## src/rtl/des_pkg.sv

```systemverilog
// des_pkg: widths, FSM state type, subkey array type and DES permutation/S-box tables.
// Revision: 1.0
`default_nettype none

package des_pkg;

  localparam int BLOCK_W  = 64;
  localparam int HALF_W   = 32;
  localparam int SUBKEY_W = 48;
  localparam int ROUNDS   = 16;

  typedef enum logic [1:0] {
    IDLE = 2'd0,
    RUN  = 2'd1,
    DONE = 2'd2
  } state_t;

  typedef logic [ROUNDS-1:0][SUBKEY_W-1:0] subkey_arr_t;

  // Tables use DES bit numbering: position 1 is the MSB.
  localparam int IP_TAB [64] = '{
    58, 50, 42, 34, 26, 18, 10,  2,
    60, 52, 44, 36, 28, 20, 12,  4,
    62, 54, 46, 38, 30, 22, 14,  6,
    64, 56, 48, 40, 32, 24, 16,  8,
    57, 49, 41, 33, 25, 17,  9,  1,
    59, 51, 43, 35, 27, 19, 11,  3,
    61, 53, 45, 37, 29, 21, 13,  5,
    63, 55, 47, 39, 31, 23, 15,  7
  };

  localparam int FP_TAB [64] = '{
    40,  8, 48, 16, 56, 24, 64, 32,
    39,  7, 47, 15, 55, 23, 63, 31,
    38,  6, 46, 14, 54, 22, 62, 30,
    37,  5, 45, 13, 53, 21, 61, 29,
    36,  4, 44, 12, 52, 20, 60, 28,
    35,  3, 43, 11, 51, 19, 59, 27,
    34,  2, 42, 10, 50, 18, 58, 26,
    33,  1, 41,  9, 49, 17, 57, 25
  };

  localparam int E_TAB [48] = '{
    32,  1,  2,  3,  4,  5,
     4,  5,  6,  7,  8,  9,
     8,  9, 10, 11, 12, 13,
    12, 13, 14, 15, 16, 17,
    16, 17, 18, 19, 20, 21,
    20, 21, 22, 23, 24, 25,
    24, 25, 26, 27, 28, 29,
    28, 29, 30, 31, 32,  1
  };

  localparam int P_TAB [32] = '{
    16,  7, 20, 21, 29, 12, 28, 17,
     1, 15, 23, 26,  5, 18, 31, 10,
     2,  8, 24, 14, 32, 27,  3,  9,
    19, 13, 30,  6, 22, 11,  4, 25
  };

  // Each box is row-major: index = {row(2), column(4)}.
  localparam int SBOX [8][64] = '{
    '{14,  4, 13,  1,  2, 15, 11,  8,  3, 10,  6, 12,  5,  9,  0,  7,
       0, 15,  7,  4, 14,  2, 13,  1, 10,  6, 12, 11,  9,  5,  3,  8,
       4,  1, 14,  8, 13,  6,  2, 11, 15, 12,  9,  7,  3, 10,  5,  0,
      15, 12,  8,  2,  4,  9,  1,  7,  5, 11,  3, 14, 10,  0,  6, 13},
    '{15,  1,  8, 14,  6, 11,  3,  4,  9,  7,  2, 13, 12,  0,  5, 10,
       3, 13,  4,  7, 15,  2,  8, 14, 12,  0,  1, 10,  6,  9, 11,  5,
       0, 14,  7, 11, 10,  4, 13,  1,  5,  8, 12,  6,  9,  3,  2, 15,
      13,  8, 10,  1,  3, 15,  4,  2, 11,  6,  7, 12,  0,  5, 14,  9},
    '{10,  0,  9, 14,  6,  3, 15,  5,  1, 13, 12,  7, 11,  4,  2,  8,
      13,  7,  0,  9,  3,  4,  6, 10,  2,  8,  5, 14, 12, 11, 15,  1,
      13,  6,  4,  9,  8, 15,  3,  0, 11,  1,  2, 12,  5, 10, 14,  7,
       1, 10, 13,  0,  6,  9,  8,  7,  4, 15, 14,  3, 11,  5,  2, 12},
    '{ 7, 13, 14,  3,  0,  6,  9, 10,  1,  2,  8,  5, 11, 12,  4, 15,
      13,  8, 11,  5,  6, 15,  0,  3,  4,  7,  2, 12,  1, 10, 14,  9,
      10,  6,  9,  0, 12, 11,  7, 13, 15,  1,  3, 14,  5,  2,  8,  4,
       3, 15,  0,  6, 10,  1, 13,  8,  9,  4,  5, 11, 12,  7,  2, 14},
    '{ 2, 12,  4,  1,  7, 10, 11,  6,  8,  5,  3, 15, 13,  0, 14,  9,
      14, 11,  2, 12,  4,  7, 13,  1,  5,  0, 15, 10,  3,  9,  8,  6,
       4,  2,  1, 11, 10, 13,  7,  8, 15,  9, 12,  5,  6,  3,  0, 14,
      11,  8, 12,  7,  1, 14,  2, 13,  6, 15,  0,  9, 10,  4,  5,  3},
    '{12,  1, 10, 15,  9,  2,  6,  8,  0, 13,  3,  4, 14,  7,  5, 11,
      10, 15,  4,  2,  7, 12,  9,  5,  6,  1, 13, 14,  0, 11,  3,  8,
       9, 14, 15,  5,  2,  8, 12,  3,  7,  0,  4, 10,  1, 13, 11,  6,
       4,  3,  2, 12,  9,  5, 15, 10, 11, 14,  1,  7,  6,  0,  8, 13},
    '{ 4, 11,  2, 14, 15,  0,  8, 13,  3, 12,  9,  7,  5, 10,  6,  1,
      13,  0, 11,  7,  4,  9,  1, 10, 14,  3,  5, 12,  2, 15,  8,  6,
       1,  4, 11, 13, 12,  3,  7, 14, 10, 15,  6,  8,  0,  5,  9,  2,
       6, 11, 13,  8,  1,  4, 10,  7,  9,  5,  0, 15, 14,  2,  3, 12},
    '{13,  2,  8,  4,  6, 15, 11,  1, 10,  9,  3, 14,  5,  0, 12,  7,
       1, 15, 13,  8, 10,  3,  7,  4, 12,  5,  6, 11,  0, 14,  9,  2,
       7, 11,  4,  1,  9, 12, 14,  2,  0,  6, 10, 13, 15,  3,  5,  8,
       2,  1, 14,  7,  4, 10,  8, 13, 15, 12,  9,  0,  3,  5,  6, 11}
  };

endpackage

`default_nettype wire

```

## src/rtl/initial_permutation.sv

```systemverilog
// initial_permutation: DES IP applied to a 64-bit block.
// Revision: 1.0
`default_nettype none

module initial_permutation
  import des_pkg::*;
(
  input  logic [BLOCK_W-1:0] block,
  output logic [BLOCK_W-1:0] permuted
);

  for (genvar i = 0; i < BLOCK_W; i++) begin : g_bit
    assign permuted[BLOCK_W-1-i] = block[BLOCK_W-IP_TAB[i]];
  end

endmodule

`default_nettype wire

```

## src/rtl/inv_permutation.sv

```systemverilog
// inv_permutation: DES IP^-1 (final permutation) applied to a 64-bit block.
// Revision: 1.0
`default_nettype none

module inv_permutation
  import des_pkg::*;
(
  input  logic [BLOCK_W-1:0] block,
  output logic [BLOCK_W-1:0] permuted
);

  for (genvar i = 0; i < BLOCK_W; i++) begin : g_bit
    assign permuted[BLOCK_W-1-i] = block[BLOCK_W-FP_TAB[i]];
  end

endmodule

`default_nettype wire

```

## src/rtl/round.sv

```systemverilog
// round: one DES Feistel round, next_left = right, next_right = left ^ f(right, key).
// Revision: 1.0
`default_nettype none

module round
  import des_pkg::*;
(
  input  logic [HALF_W-1:0]   left,
  input  logic [HALF_W-1:0]   right,
  input  logic [SUBKEY_W-1:0] key,
  output logic [HALF_W-1:0]   next_left,
  output logic [HALF_W-1:0]   next_right
);

  logic [SUBKEY_W-1:0] expanded;
  logic [SUBKEY_W-1:0] mixed;
  logic [HALF_W-1:0]   sbox_out;
  logic [HALF_W-1:0]   f_out;

  for (genvar i = 0; i < SUBKEY_W; i++) begin : g_expand
    assign expanded[SUBKEY_W-1-i] = right[HALF_W-E_TAB[i]];
  end

  assign mixed = expanded ^ key;

  // Outer bits of each 6-bit group pick the row, inner four the column.
  for (genvar b = 0; b < 8; b++) begin : g_sbox
    logic [5:0] six;
    assign six = mixed[SUBKEY_W-1-6*b -: 6];
    assign sbox_out[HALF_W-1-4*b -: 4] = 4'(SBOX[b][{six[5], six[0], six[4:1]}]);
  end

  for (genvar i = 0; i < HALF_W; i++) begin : g_perm
    assign f_out[HALF_W-1-i] = sbox_out[HALF_W-P_TAB[i]];
  end

  assign next_left  = right;
  assign next_right = left ^ f_out;

endmodule

`default_nettype wire

```

## src/rtl/subkey_select.sv

```systemverilog
// subkey_select: 16:1 mux choosing the round subkey by counter value.
// Revision: 1.0
`default_nettype none

module subkey_select
  import des_pkg::*;
#(
  parameter int SEL_W = 4
) (
  input  subkey_arr_t         subkeys,
  input  logic [SEL_W-1:0]    sel,
  output logic [SUBKEY_W-1:0] key
);

  assign key = subkeys[sel];

endmodule

`default_nettype wire

```

## src/rtl/feistel_decryptor.sv

```systemverilog
// feistel_decryptor: iterative DES decryption, one round per clock, subkeys applied 15 down to 0.
// Revision: 1.0
`default_nettype none

module feistel_decryptor #(
  parameter int ROUNDS = 16
) (
  input  logic        clk,
  input  logic        rst,
  input  logic        in_valid,
  output logic        in_ready,
  input  logic [63:0] cphrtxt,
  input  logic [47:0] subkey_0,
  input  logic [47:0] subkey_1,
  input  logic [47:0] subkey_2,
  input  logic [47:0] subkey_3,
  input  logic [47:0] subkey_4,
  input  logic [47:0] subkey_5,
  input  logic [47:0] subkey_6,
  input  logic [47:0] subkey_7,
  input  logic [47:0] subkey_8,
  input  logic [47:0] subkey_9,
  input  logic [47:0] subkey_10,
  input  logic [47:0] subkey_11,
  input  logic [47:0] subkey_12,
  input  logic [47:0] subkey_13,
  input  logic [47:0] subkey_14,
  input  logic [47:0] subkey_15,
  output logic        out_valid,
  input  logic        out_ready,
  output logic [63:0] plntxt,
  output logic        busy
);

  import des_pkg::*;

  localparam int CNT_BITS = $clog2(ROUNDS);
  localparam logic [CNT_BITS-1:0] LAST_ROUND = CNT_BITS'(ROUNDS - 1);

  state_t              state;
  state_t              state_nxt;
  logic [HALF_W-1:0]   left_half;
  logic [HALF_W-1:0]   right_half;
  logic [CNT_BITS-1:0] cnt;

  subkey_arr_t         subkeys;
  logic [SUBKEY_W-1:0] round_key;
  logic [BLOCK_W-1:0]  ip_block;
  logic [HALF_W-1:0]   next_left;
  logic [HALF_W-1:0]   next_right;

  assign subkeys = {subkey_15, subkey_14, subkey_13, subkey_12,
                    subkey_11, subkey_10, subkey_9,  subkey_8,
                    subkey_7,  subkey_6,  subkey_5,  subkey_4,
                    subkey_3,  subkey_2,  subkey_1,  subkey_0};

  initial_permutation u_ip (
    .block    (cphrtxt),
    .permuted (ip_block)
  );

  subkey_select #(.SEL_W(CNT_BITS)) u_sel (
    .subkeys (subkeys),
    .sel     (cnt),
    .key     (round_key)
  );

  round u_round (
    .left       (left_half),
    .right      (right_half),
    .key        (round_key),
    .next_left  (next_left),
    .next_right (next_right)
  );

  // The final swap is folded into the {R, L} ordering at the output.
  inv_permutation u_fp (
    .block    ({right_half, left_half}),
    .permuted (plntxt)
  );

  always_ff @(posedge clk or posedge rst) begin
    if (rst) begin
      state <= IDLE;
    end else begin
      state <= state_nxt;
    end
  end

  always_comb begin
    state_nxt = state;
    case (state)
      IDLE:    if (in_valid)      state_nxt = RUN;
      RUN:     if (cnt == '0)     state_nxt = DONE;
      DONE:    if (out_ready)     state_nxt = IDLE;
      default:                    state_nxt = IDLE;
    endcase
  end

  always_ff @(posedge clk or posedge rst) begin
    if (rst) begin
      left_half  <= '0;
      right_half <= '0;
      cnt        <= '0;
    end else begin
      case (state)
        IDLE: begin
          if (in_valid) begin
            left_half  <= ip_block[BLOCK_W-1:HALF_W];
            right_half <= ip_block[HALF_W-1:0];
            cnt        <= LAST_ROUND;
          end
        end
        RUN: begin
          left_half  <= next_left;
          right_half <= next_right;
          if (cnt != '0) cnt <= cnt - 1'b1;
        end
        default: ;
      endcase
    end
  end

  assign in_ready  = (state == IDLE);
  assign out_valid = (state == DONE);
  assign busy      = (state != IDLE);

endmodule

`default_nettype wire

```

## config.mk

```make
export PLATFORM = sky130hd
export DESIGN_NAME = feistel_decryptor
export DESIGN_NICKNAME = d
export VERILOG_FILES = /design/src/rtl/des_pkg.sv /design/src/rtl/initial_permutation.sv /design/src/rtl/inv_permutation.sv /design/src/rtl/round.sv /design/src/rtl/subkey_select.sv /design/src/rtl/feistel_decryptor.sv
export SDC_FILE = /design/constraint.sdc
export NUM_CORES = 1
export LEC_CHECK = 0
export CORE_AREA = 5 5 350 352
export CTS_CLUSTER_DIAMETER = 120
export DETAILED_ROUTE_END_ITERATION = 12
export DIE_AREA = 0 0 355 357
export PLACE_DENSITY_LB_ADDON = 0.12
export SLEW_MARGIN = 20
export SYNTH_ARGS = -nofsm -noshare
export SYNTH_HDL_FRONTEND = slang
export SYNTH_SLANG_ARGS = --single-unit
```

## constraint.sdc

```tcl
create_clock -name clk -period 3.9 [get_ports clk]
set_clock_uncertainty 0.15 [all_clocks]
set_input_delay 0.39 -clock clk [delete_from_list [all_inputs] [get_ports clk]]
set_output_delay 0.39 -clock clk [all_outputs]
set_load 0.1 [all_outputs]
```

# Yosys cells after proc, flatten, opt, wreduce, memory -nomap -nowiden
# Memory sizes are Yosys's and may differ from the RTL's.
# Index checks and enable logic that the tools add are counted.
word_totals:
  ff_bits: 70
  romBits: 16384
  in_bits: 836
  n_memories: 8
op_classes:
  add_sub_neg: 1
  magnitude_cmp: 9
  eq_ne: 6
  n_mux: 29
  bitwise_logic: 10
  reduce_logical: 8
mem_list:
  columns: ["name", "depth", "width", "rd", "rd_clocked_by_memory_dff", "wr", "line_no", "rtl"]
  rows:
  - ["(name not given)", 64, 32, 1, 0, 0, "round.sv:30", "assign sbox_out[HALF_W-1-4*b -: 4] = 4'(SBOX[b][{six[5], six[0], six[4:1]}]);"]
  - ["(name not given)", 64, 32, 1, 0, 0, "round.sv:30", null]
  - ["(name not given)", 64, 32, 1, 0, 0, "round.sv:30", null]
  - ["(name not given)", 64, 32, 1, 0, 0, "round.sv:30", null]
  - ["(name not given)", 64, 32, 1, 0, 0, "round.sv:30", null]
  - ["(name not given)", 64, 32, 1, 0, 0, "round.sv:30", null]
  - ["+2 memories", null, null, null, null, null, null, null]
op_table:
  columns: ["cell", "n"]
  rows:
  - ["$bmux W48 S4", 1]
  - ["$pmux W32 S2", 2]
  - ["$mux W4", 18]
  - ["$mux W32", 2]
  - ["$ge A7 B7 Y1 const B", 8]
  - ["$not A6 Y7", 8]
  - ["$mux W48", 1]
  - ["$xor A48 B48 Y48", 1]
  - ["$xor A32 B32 Y32", 1]
  - ["$pmux W4 S2", 1]
  - ["$mux W2", 3]
  - ["$ne A2 B2 Y1 const B", 3]
  - ["$pmux W2 S3", 1]
  - ["$reduce_and A3 Y1", 2]
  - ["$lt A4 B5 Y1 const B", 1]
  - ["$logic_not A4 Y1", 1]
  - ["$reduce_bool A2 Y1", 2]
  - ["$reduce_bool A4 Y1", 1]
  - ["$sub A4 B1 Y4 const B", 1]
  - ["$eq A2 B1 Y1 const B", 1]
  - ["$eq A2 B2 Y1 const B", 1]
  - ["$logic_not A2 Y1", 1]
  - ["$ne A2 B1 Y1 const B", 1]
  - ["$reduce_and A2 Y1", 1]

# Logic depth before layout (Yosys ltp)
depth:
  word_depth: 9
  depth_mapped: 19

# Hierarchy
# From an unflattened synthesis, not the netlist that was laid out.
unflattened:
  hier_cells: 1649
  hier_area_um2: 15805.2
modules_own_cells:
  columns: ["mod", "n_inst", "cells_each", "area_each_um2", "seq_area_each_um2"]
  rows:
  - ["round", 1, 747, 5831.8, 0.0]
  - ["subkey_select", 1, 403, 5557.8, 0.0]
  - ["feistel_decryptor", 1, 371, 3454.6, 1751.7]
  - ["initial_permutation", 1, 64, 480.5, 0.0]
  - ["inv_permutation", 1, 64, 480.5, 0.0]

# Worst setup path before layout
# OpenSTA, ideal clock, no wires.
synth_timing:
  kind: "register to register"
  from: "register cnt[1]"
  to: "register right_half[3]"
  arrival_ps: 3819
  required_ps: 3671
  slack_ps: -148
  path_stages_with_launch: 16
  path_buffers: 5
  synth_period_minus_slack_ps: 4048
  path_cell_list: "dfrtp_1 buf_6 buf_12 buf_12 mux4_2 mux4_2 xor2_1 buf_2 ha_1 clkbuf_1 mux2i_1 o22ai_1 nor3_1 or4_1 xor2_1 a21oi_1"
synth_between:
  elab_chain_cells: 9
synth_lines:
  columns: ["element", "line_no", "rtl"]
  rows:
  - ["from (decl)", "feistel_decryptor.sv:44", "logic [CNT_BITS-1:0] cnt;"]
  - ["from (signal assigned)", "feistel_decryptor.sv:117", "if (cnt != '0) cnt <= cnt - 1'b1;"]
  - ["$bmux W48 S4", "subkey_select.sv:15", "assign key = subkeys[sel];"]
  - ["$mux W48 (not written as such)", "subkey_select.sv:15", null]
  - ["$xor A48 B48 Y48", "round.sv:24", "assign mixed = expanded ^ key;"]
  - ["$not A6 Y7 (not written as such)", "round.sv:30", null]
  - ["$mem_v2 Z64 W32", null, null]
  - ["$mux W4 (not written as such) (2 in a row)", "round.sv:30", null]
  - ["$xor A32 B32 Y32", "round.sv:38", "assign next_right = left ^ f_out;"]
  - ["$pmux W32 S2", "feistel_decryptor.sv:106", "case (state)"]
  - ["to (signal assigned)", "feistel_decryptor.sv:110", "right_half <= ip_block[HALF_W-1:0];"]
  - ["to (signal assigned)", "feistel_decryptor.sv:116", "right_half <= next_right;"]
  - ["to (decl)", "feistel_decryptor.sv:43", "logic [HALF_W-1:0] right_half;"]
# No other way between the ends. The select of a mux whose other input is x is not followed.
# A chain may end at the register's enable or synchronous reset.

# Final worst setup path
layout_timing:
  from: "register cnt[1]"
  to: "register right_half[12]"
# Same word-level chain as after synthesis.

==> metrics.csv <==
stage,metric,value,unit
outcome,status,"complete, but fails checks",
outcome,violated checks,setup timing,
finish,final net count,3728,
placed_design,weighted congestion at the end of routability-driven global placement,1.05,
sta,final period demand of the worst path,3.97,ns
global_routing,global-route wire length before repair,202,mm
detailed_routing,detailed-routing iteration count for the pre-antenna-repair pass,5,
sta,final number of hold-violating endpoints,0,
sta,relative slew slack,26.2,%
sta,setup violation total in the final timing report,9,
flow_run,number of max-cap violations,0,
yosys,Main synth FF type,dfrtp_1,
sta,highest clock rate,0.252,GHz
critical_path,largest incremental delay on the critical path,0.53,ns
critical_path,"Req. time, crit path",4.06,ns
yosys,Yosys top cell area share,27.9,%
yosys,number of cells produced by synthesis,1639,
critical_path,critical path capture point type,flip-flop,
critical_path,list of cells traversed by the critical path,buf_12 > buf_12 > buf_16 > buf_4 > mux4_2 > nor2_1 > or4b_4 > nand3_4 > inv_4 > ha_4 > inv_1 > mux2_1 > mux2_2 > nor3b_2 > a211oi_2 > buf_4 > xor2_1 > o21ai_1,
clocking,CTS tree,built,
sta,slew at the pin closest to its max-slew limit,1.10,ns
detailed_routing,routed vias/inst,4.70,
placed_design,I/O Buffers,902,
yosys,sequential area share after synthesis,11.3,%
clocking,clock network latency to the later pin of the worst-skew pair,0.39,ns
detailed_routing,Iteration-0 DRC Markers,1541,
clocking,number of H-tree levels,3,
floorplanning,Die ar.,127000,sq um
placed_design,post-DP HPWL,140,mm
clocking,TritonCTS buffer count,9,
yosys,Ys Warns,0,
finish,post-synthesis to final-layout area growth,109,%
critical_path,Worst R2R End,right_half[12],
clocking,count of hold-fix buffers inserted at cts,0,
yosys,post-synthesis async set-or-reset flop share,100,%
sta,setup repair after global routing missed its margin,yes,
hold_path,Hold Crit Class,primary input to asynchronous set/reset pin,
clocking,clock edge transition at the registers on the reported setup and hold paths,0.07,ns
yosys,number of different library cells in the post-synthesis netlist,99,
global_routing,number of global-route vias before repair,20500,
detailed_routing,routed vias,20800,
global_routing,initial antenna violation count,122,
yosys,cell types occupying the most area after synthesis,"mux4_2 (28%), dfrtp_1 (11%), mux2i_1 (7.2%)",
floorplanning,CORE AREA,119000,sq um
finish,Filler Cells Inserted,12600,
floorplanning,IO Count,903,
clocking,cell chosen for the clock root,clkbuf_16,
critical_path,WP data arrival,4.13,ns
sta,min setup slack post-route,-0.0692,ns
critical_path,critical path type,flip-flop to flip-flop,
detailed_routing,Routed WL per cell,36.1,um
yosys,post-synthesis instance area,15500,sq um
critical_path,Reg-to-Reg Start,cnt[1],
global_routing,remaining global-route overflow,0,
critical_path,crit-path max FO,11,
floorplanning,standard-cell row count,127,
detailed_routing,routed wire length,160,mm
finish,share of final-layout standard cells stronger than drive strength 1,36.2,%
floorplanning,starting utilization of the core area,13.0,%
critical_path,critical path startpoint category,flip-flop,
critical_path,register-to-register path setup slack,-0.07,ns
yosys,cell type with the largest total area after synthesis,mux4_2,
yosys,"EDFF count, synth",0,
yosys,Mapped Nets,2521,
sta,Final Max Slew Viols,0,
detailed_routing,antenna-violating nets left,0,
critical_path,CP max stage cell,dfrtp_4,
critical_path,number of cell instances on the worst register-to-register path,18,
clocking,number of buffers on the longest clock path,2,
global_routing,Global Route Usage Sum,23.7,%
floorplanning,width of the die,355,um
finish,share of the core filled with cells,27.2,%
yosys,average instance area after synthesis,9.46,sq um
sta,post-route clock period utilization,102,%
detailed_routing,DRC,0,
clocking,clk sink count,70,
global_routing,largest net degree at the start of global routing,44,
yosys,number of synthesized register bits,70,
floorplanning,die boundary height,357,um
cells in the final DEF, fill, tap and decap left out, types with 17 or more instances in the layout:
cell type | netlist | layout
a21oi_1 | 79 | 55
nor2_1 | 122 | 101
a31oi_1 | 55 | 51
o21ai_1 | 14 | 24
xnor2_2 | 14 | 22
xnor2_1 | 37 | 19
ha_1 | 46 | 18
xor2_1 | 39 | 32
nand3_1 | 35 | 28
a21oi_2 | 1 | 23
nor3_1 | 36 | 32
buf_12 | 3 | 49
ha_4 | 0 | 17
mux4_2 | 192 | 193
buf_6 | 19 | 57
diode_2 | 0 | 29
o21ai_0 | 71 | 52
buf_4 | 25 | 354
or3_1 | 26 | 22
nand2_1 | 148 | 144
o211ai_1 | 23 | 23
dfrtp_1 | 70 | 66
mux2i_1 | 111 | 94
clkdlybuf4s50_1 | 0 | 872
per-layer routing:
| metal | part of all wire [%] | global-route usage (%) |
|---|---|---|
| met5 | 0.15 | 0 |
| met4 | 1.5 | 2.34 |
| met2 | 46 | 38.9 |
| met3 | 7.8 | 6.09 |
| met1 | 44 | 32.6 |
cells by family after synthesis:
| kind of cell | count (synthesis) | synth area share [%] |
|---|---|---|
| and+or+nand+nor | 497 | 16.4 |
| DFF | 70 | 11.3 |
| buffers and inverters | 202 | 7.51 |
| adders and majority gates | 46 | 3.71 |
| xor gates and xnor gates | 98 | 6.82 |
| muxes | 318 | 36.4 |
| AOI/OAI and AO/OA | 408 | 17.9 |
layout make-up:
| class | instances | area, sq um | share of cell area, % |
|---|---|---|---|
| diodes | 29 | 72.6 | 0.224 |
| clock buffers | 9 | 225 | 0.696 |
| clock inverters | 7 | 61.3 | 0.190 |
| inverters | 38 | 178 | 0.549 |
| multi-input cells | 1367 | 14500 | 44.8 |
| flip-flops and latches | 70 | 1770 | 5.46 |
| well taps | 1548 | 1940 | 5.99 |
| repair buffers | 1360 | 13600 | 42.1 |
through the flow:
step           setup slack [ns]  area (sq um)  hold slack, ns  setup TNS [ns]  cells
3_5_place_dp             -0.642         28500           0.445           -9.12   4269
6_report                -0.0692         32300           0.277          -0.386   4428
4_1_cts                  -0.122         30600           0.282          -0.896   4350
5_1_grt                  -0.198         32300           0.340           -2.84   4406
3_3_place_gp             -0.702         28500           0.435           -9.08   4269
2_1_floorplan           -0.0120         15500           0.379         -0.0120   1639
cell usage after synthesis, drive strengths merged (16+ instances only):
master  instances
inv            37
nor2          122
nand2         149
xor2           44
a211oi         25
a31oi          55
nor3           38
a21oi          80
buf           109
o21ai          85
a22oi          26
mux4          194
ha             46
xnor2          54
nor4b          16
clkbuf         55
o211ai         23
dfrtp          70
mux2i         113
nand3          40
or3            26
state kept, by name, summed over array words and instances, names as in the netlist:
signal,cells
left_half,32
right_half,32
cnt,4
state,2
repair_timing:
item                                    in CTS  in global routing
setup buffers                               61                 48
gates resized for setup                    229                243
gates cloned                                 8                  7
pin swaps                                   74                103
endpoints found under the setup margin      32                 32
worst max-delay path by stage:
stage	from	to	slack (ns)	depth (start not counted)
finish	cnt[1]	right_half[12]	-0.07	18
global route	cnt[1]	right_half[2]	-0.20	16
CTS	cnt[1]	right_half[2]	-0.12	16
detailed placement	cnt[1]	right_half[2]	-0.64	16
global placement	cnt[1]	right_half[2]	-0.70	17
floorplan	cnt[1]	right_half[3]	-0.01	14
critical path: cells and delay by family, from the launching register on:
kind            cells  cell delay, ns
compound gates      2            0.16
xor+xnor            1            0.13
fa+ha+maj           1            0.27
buf+inv             7            0.85
flops               1            0.53
mux                 3            0.91
simple gates        4            0.90
Power is not shown: default switching activity piles up to over one toggle a cycle in this logic, so the estimate is an artifact.
